File: config.mk
export PLATFORM = sky130hd
export DESIGN_NAME = ram_port_arbiter
export DESIGN_NICKNAME = d
export VERILOG_FILES = /design/src/rtl/comm_pkg.sv /design/src/rtl/arb_rr2.sv /design/src/rtl/ram_port_arbiter.sv
export SDC_FILE = /design/constraint.sdc
export NUM_CORES = 1
export LEC_CHECK = 0
export CORE_AREA = 3 3 96 98
export DETAILED_ROUTE_END_ITERATION = 8
export DIE_AREA = 0 0 99 101
export PLACE_DENSITY_LB_ADDON = 0.15
export SLEW_MARGIN = 20
export SYNTH_ARGS = -nofsm -noshare
export SYNTH_HDL_FRONTEND = slang
export SYNTH_SLANG_ARGS = --single-unit
export TNS_END_PERCENT = 10
File: constraint.sdc
create_clock -name sys_clk -period 2.3 [get_ports sys_clk]
set_input_delay 0.46 -clock sys_clk [delete_from_list [all_inputs] [get_ports sys_clk]]
set_output_delay 0.46 -clock sys_clk [all_outputs]
set_load 0.05 [all_outputs]
File: src/rtl/comm_pkg.sv
// rtl/comm_pkg.sv - shared state encoding, master IDs and default widths for the RAM port-2 arbiter
package comm_pkg;

  typedef enum logic [1:0] {
    ST_IDLE,
    ST_CPU_XFER,
    ST_DMA_XFER,
    ST_DMA_HOLD
  } state_t;

  localparam logic M_CPU = 1'b0;
  localparam logic M_DMA = 1'b1;

  localparam int ADDR_W_DEF        = 16;
  localparam int DATA_W_DEF        = 32;
  localparam int TIMEOUT_DEF       = 15;
  localparam int DMA_MAX_BURST_DEF = 8;

endpackage

File: src/rtl/arb_rr2.sv
// rtl/arb_rr2.sv - two-request round-robin pick; on a tie the master that was not granted last wins
module arb_rr2
  import comm_pkg::*;
(
  input  logic req_cpu,
  input  logic req_dma,
  input  logic last_grant,
  output logic valid,
  output logic grant
);

  always_comb begin
    valid = req_cpu | req_dma;
    if (req_cpu && req_dma) begin
      grant = (last_grant == M_CPU) ? M_DMA : M_CPU;
    end else if (req_dma) begin
      grant = M_DMA;
    end else begin
      grant = M_CPU;
    end
  end

endmodule

File: src/rtl/ram_port_arbiter.sv
// rtl/ram_port_arbiter.sv - shares RAM port 2 between CPU data and DMA master with burst lock and ack timeout
module ram_port_arbiter
  import comm_pkg::*;
#(
  parameter int ADDR_W        = ADDR_W_DEF,
  parameter int DATA_W        = DATA_W_DEF,
  parameter int TIMEOUT       = TIMEOUT_DEF,
  parameter int DMA_MAX_BURST = DMA_MAX_BURST_DEF
) (
  input  logic              sys_clk,
  input  logic              sys_rst,
  input  logic              cpu_stb_i,
  input  logic              cpu_we_i,
  input  logic [ADDR_W-1:0] cpu_addr_i,
  input  logic [DATA_W-1:0] cpu_data_i,
  output logic [DATA_W-1:0] cpu_data_o,
  output logic              cpu_ack_o,
  output logic              cpu_err_o,
  input  logic              dma_cyc_i,
  input  logic              dma_stb_i,
  input  logic              dma_we_i,
  input  logic [ADDR_W-1:0] dma_addr_i,
  input  logic [DATA_W-1:0] dma_data_i,
  output logic [DATA_W-1:0] dma_data_o,
  output logic              dma_ack_o,
  output logic              dma_err_o,
  output logic              ram_stb_o,
  output logic              ram_we_o,
  output logic [ADDR_W-1:0] ram_addr_o,
  output logic [DATA_W-1:0] ram_data_o,
  input  logic              ram_ack_i,
  input  logic [DATA_W-1:0] ram_data_i
);

  localparam int BW = $clog2(DMA_MAX_BURST + 1);
  localparam int TW = $clog2(TIMEOUT);

  state_t        state;
  logic          last_grant;
  logic [BW-1:0] beat_cnt;
  logic [TW-1:0] to_cnt;
  logic          grant_valid;
  logic          grant;

  logic in_cpu, in_dma, timeout, burst_full;

  assign in_cpu     = (state == ST_CPU_XFER);
  assign in_dma     = (state == ST_DMA_XFER);
  assign timeout    = (in_cpu | in_dma) & ~ram_ack_i & (to_cnt == TW'(TIMEOUT - 1));
  assign burst_full = (beat_cnt == BW'(DMA_MAX_BURST));

  arb_rr2 u_arb (
    .req_cpu    (cpu_stb_i),
    .req_dma    (dma_cyc_i & dma_stb_i),
    .last_grant (last_grant),
    .valid      (grant_valid),
    .grant      (grant)
  );

  always_ff @(posedge sys_clk or negedge sys_rst) begin
    if (!sys_rst) begin
      state      <= ST_IDLE;
      last_grant <= M_DMA;
      beat_cnt   <= '0;
      to_cnt     <= '0;
    end else begin
      case (state)
        ST_IDLE: begin
          beat_cnt <= '0;
          to_cnt   <= '0;
          if (grant_valid) state <= (grant == M_CPU) ? ST_CPU_XFER : ST_DMA_XFER;
        end
        ST_CPU_XFER: begin
          if (ram_ack_i || timeout) begin
            state      <= ST_IDLE;
            last_grant <= M_CPU;
            beat_cnt   <= '0;
          end else begin
            to_cnt <= to_cnt + 1'b1;
          end
        end
        ST_DMA_XFER: begin
          if (ram_ack_i) begin
            // Saturate so a long uncontended burst still matches the limit once the CPU shows up.
            if (!burst_full) beat_cnt <= beat_cnt + 1'b1;
            last_grant <= M_DMA;
            state      <= ST_DMA_HOLD;
          end else if (timeout) begin
            state    <= ST_IDLE;
            beat_cnt <= '0;
          end else begin
            to_cnt <= to_cnt + 1'b1;
          end
        end
        ST_DMA_HOLD: begin
          to_cnt <= '0;
          if (!dma_cyc_i || (cpu_stb_i && burst_full)) begin
            state    <= ST_IDLE;
            beat_cnt <= '0;
          end else if (dma_stb_i) begin
            state <= ST_DMA_XFER;
          end
        end
        default: state <= ST_IDLE;
      endcase
    end
  end

  always_comb begin
    ram_stb_o  = 1'b0;
    ram_we_o   = 1'b0;
    ram_addr_o = '0;
    ram_data_o = '0;
    if (in_cpu) begin
      ram_stb_o  = cpu_stb_i & ~timeout;
      ram_we_o   = cpu_we_i;
      ram_addr_o = cpu_addr_i;
      ram_data_o = cpu_data_i;
    end else if (in_dma) begin
      ram_stb_o  = dma_stb_i & ~timeout;
      ram_we_o   = dma_we_i;
      ram_addr_o = dma_addr_i;
      ram_data_o = dma_data_i;
    end
  end

  assign cpu_ack_o  = in_cpu & ram_ack_i;
  assign cpu_err_o  = in_cpu & timeout;
  assign cpu_data_o = in_cpu ? ram_data_i : '0;
  assign dma_ack_o  = in_dma & ram_ack_i;
  assign dma_err_o  = in_dma & timeout;
  assign dma_data_o = in_dma ? ram_data_i : '0;

endmodule

==> flow_summary_export.csv <==
group,metric,value,unit
critical_path,cp-startpoint,"state[0]",
sta,rsz0062_at_grt,"no",
die,die_h,101,um
flow_run,max-cap-violations,0,
critical_path,crit_end,"ram_stb_o",
detailed_routing,ant_nets,0,
sta,slew_viol_final,0,
die,num_rows,34,
detailed_routing,first_iter_violations,52,
synth,netlist.area_leader.share,22.1,%
critical_path,r2r_start,"state[1]",
critical_path,rrSetupSlack,0.28,ns
min_path,hold_path.class,"reg2reg",
sta,setup-tns-final,0,ns
sta,hold_violations,0,
die,initial_utilization,21.9,%
critical_path,path_buf_inv,3,
critical_path,rr_worst_depth,7,
detailed_routing,drc,0,
critical_path,worstPathRequired,1.84,ns
sta,fin_crit_sh,96.1,%
critical_path,cp.depth,6,
detailed_routing,highest_layer,"met4",
grt,antenna_found_initial,0,
sta,period_minus_slack,2.21,ns
cts,clkTransAtPathRegs,0.05,ns
placement,place_area,0.00576,sq mm
die,dieArea,0.0100,sq mm
power,power_density,1170,mW/mm^2
cts,cts-buffers-inserted,3,
grt,grt_max_degree,46,
layout,n_fill_cell,667,
grt,grt_pass1_vias,3054,
layout,post-route-cell-area,0.00587,sq mm
grt,gr-total-overflow,0,
cts,root_buffer,"clkbuf_8",
layout,nNetsFinal,691,
sta,setup-violations-final,0,
die,dieWidth,99,um
critical_path,crit_path_start_kind,"flip-flop",
critical_path,critPathMostFrequentCell,"buf_12",
critical_path,crit_fanout,45,
critical_path,worstSetupPathType,"reg2out",
critical_path,arrival,1.75,ns
grt,grt.total_usage,22.0,%
grt,grt_pass1_wl,17000,um
critical_path,crit_family,"buffers and inverters",
synth,yosys.area.top_type,"and2_1",
synth,syn_area,0.00187,sq mm
synth,ys.warnings.count,0,
layout,finalNonFillerCells,654,
power,p_leak,0.00237,uW
synth,synthTopCellsByArea,"and2_1 (22%), nand2_1 (17%), dfrtp_1 (13%)",
placement,io_buffers,253,
sta,skew,0.00409,ns
critical_path,cp_slowest_cell,"dfrtp_2",
synth,syn_inst,300,
cts,cts_hold_buffers,0,
critical_path,end_kind,"output port",
detailed_routing,wl,11900,um
sta,max_freq,0.453,GHz
layout,syn_to_final_growth,213,%
detailed_routing,vias_per_cell,4.76,
placement,gp_congestion,0.806,
die,io_pins,254,
critical_path,crit_chain,"inv_2 > ha_2 > buf_12 > nand3b_1 > a21oi_2 > buf_12",
layout,post-route-util,68.6,%
synth,syn_nets,444,
synth,ys_ff_latch,11,
critical_path,crit_path_max_incr_delay,0.44,ns
detailed_routing,wl_per_cell,18.1,um
power,ir_drop,0.630,mV
detailed_routing,drt_first_pass_iters,6,
cts,cts_max_level,1,
placement,dp_cells,647,
detailed_routing,dr_total_vias,3113,
sta,worstMarginPinSlew,0.559,ns
detailed_routing,wl_met3,1240,um
synth,ys_types,36,
sta,holdWs,0.521,ns
cts,max-clock-path-buffers,2,
detailed_routing,wl_met1,3820,um
sta,relSlewSlack,62.6,%
cts,clkLatencyLatePin,0.24,ns
run_status,outcome,"completed",
layout,n_antenna_cell,0,
synth,synth-seq-area-share,14.8,%
placement,hpwl,10400,um
cts,tritoncts,"yes",
detailed_routing,wl_met2,6610,um
cts,cts.sink_count,11,
critical_path,rr_endpoint,"state[1]",
synth,postSynthAreaPerCell,6.24,sq um
layout,drive_gt1_share,28.4,%
die,core-area,0.00855,sq mm
## through the flow
step           power (uW)  setup WS (ns)
2_1_floorplan        3350         -0.218
3_3_place_gp         6520          0.251
3_5_place_dp         6590          0.210
4_1_cts              6820        0.00333
5_1_grt              7120        0.00522
6_report             6840         0.0905
## kinds of logic after synthesis
kind of cell	count (synthesis)	share of synthesized area, %
compound gates	70	24.1
fa+ha+maj	8	5.35
buf+inv	32	7.15
flops	11	14.8
mux	3	1.67
simple gates	176	46.9
## synth_stat cells (all sizes together)
master	n
nand2	85
and2	66
o21ai	46
clkbuf	18
a22o	12
dfrtp	10
ha	8
inv	8
buf	6
nor2	6
nand3	5
a21oi	3
nand2b	3
a31oi	2
a32oi	2
mux2i	2
nand3b	2
nand4	2
nor3	2
a21boi	1
a21o	1
a31o	1
a41oi	1
and3b	1
dfstp	1
mux2	1
nand4b	1
nor2b	1
o2bb2ai	1
or2	1
or4b	1
## worst min path at each step
stage | slack, ns | depth (start not counted) | startpoint | endpoint
after floorplan | 0.16 | 0 | sys_rst | beat_cnt[0]
after global placement | 0.49 | 1 | beat_cnt[0] | beat_cnt[0]
after detailed placement | 0.51 | 1 | beat_cnt[0] | beat_cnt[0]
after CTS | 0.52 | 1 | beat_cnt[0] | beat_cnt[0]
after global routing | 0.54 | 1 | beat_cnt[0] | beat_cnt[0]
final | 0.52 | 1 | beat_cnt[0] | beat_cnt[0]
## sequential cells by signal (all words and copies together), names as in the netlist
register,cells
to_cnt,4
beat_cnt,4
state,2
last_grant,1
## routing by layer
layer  vias to the layer above  track usage (%)
li1                       1490                -
met1                      1425             21.4
met2                       184             44.2
met3                        14             8.17
met4                         0             4.20
met5                         -                0
## worst register-to-register path: cells and delay by family (launching register included)
kind / cells / cell delay [ns]
AOI/OAI and AO/OA: 2 / 0.38
adders and majority gates: 1 / 0.22
buffers and inverters: 2 / 0.29
DFF: 1 / 0.39
muxes: 1 / 0.34
and+or+nand+nor: 1 / 0.26
## cells in the final DEF (no fill, tap or decap), drive strengths merged, types with 3 or more instances in the layout
cell,instances
ha,8
clkbuf,4
and2,66
inv,8
nand2,85
nand2b,3
a21oi,3
clkdlybuf4s50,135
nand3,5
a22o,12
nor2,6
buf,131
dfrtp,10
o21ai,46
## final cells by class
type,instances,area [sq um],share of cell area (%)
Clock buffer,4,45.0,0.768
Inverter,8,30.0,0.512
Multi-Input combinational cell,257,1520,25.9
Sequential cell,11,278,4.74
Tap cell,108,135,2.30
Timing Repair Buffer,266,3860,65.7
## power breakdown
group	leakage (uW)	switching [uW]	total [uW]	internal, uW
sequential	0.000144	57.0	305	248
clock	0.0000228	82.5	205	122
combinational	0.00220	3470	6330	2860
total	0.00237	3610	6840	3230
## repair_timing
action | 4_1_cts | 5_1_grt
hold endpoints to repair | 0 | 0
gates resized for setup | 3 | 9
setup endpoints to repair | 2 | 45
buffers inserted | 0 | 3
Power figures use the tool's default switching activity.
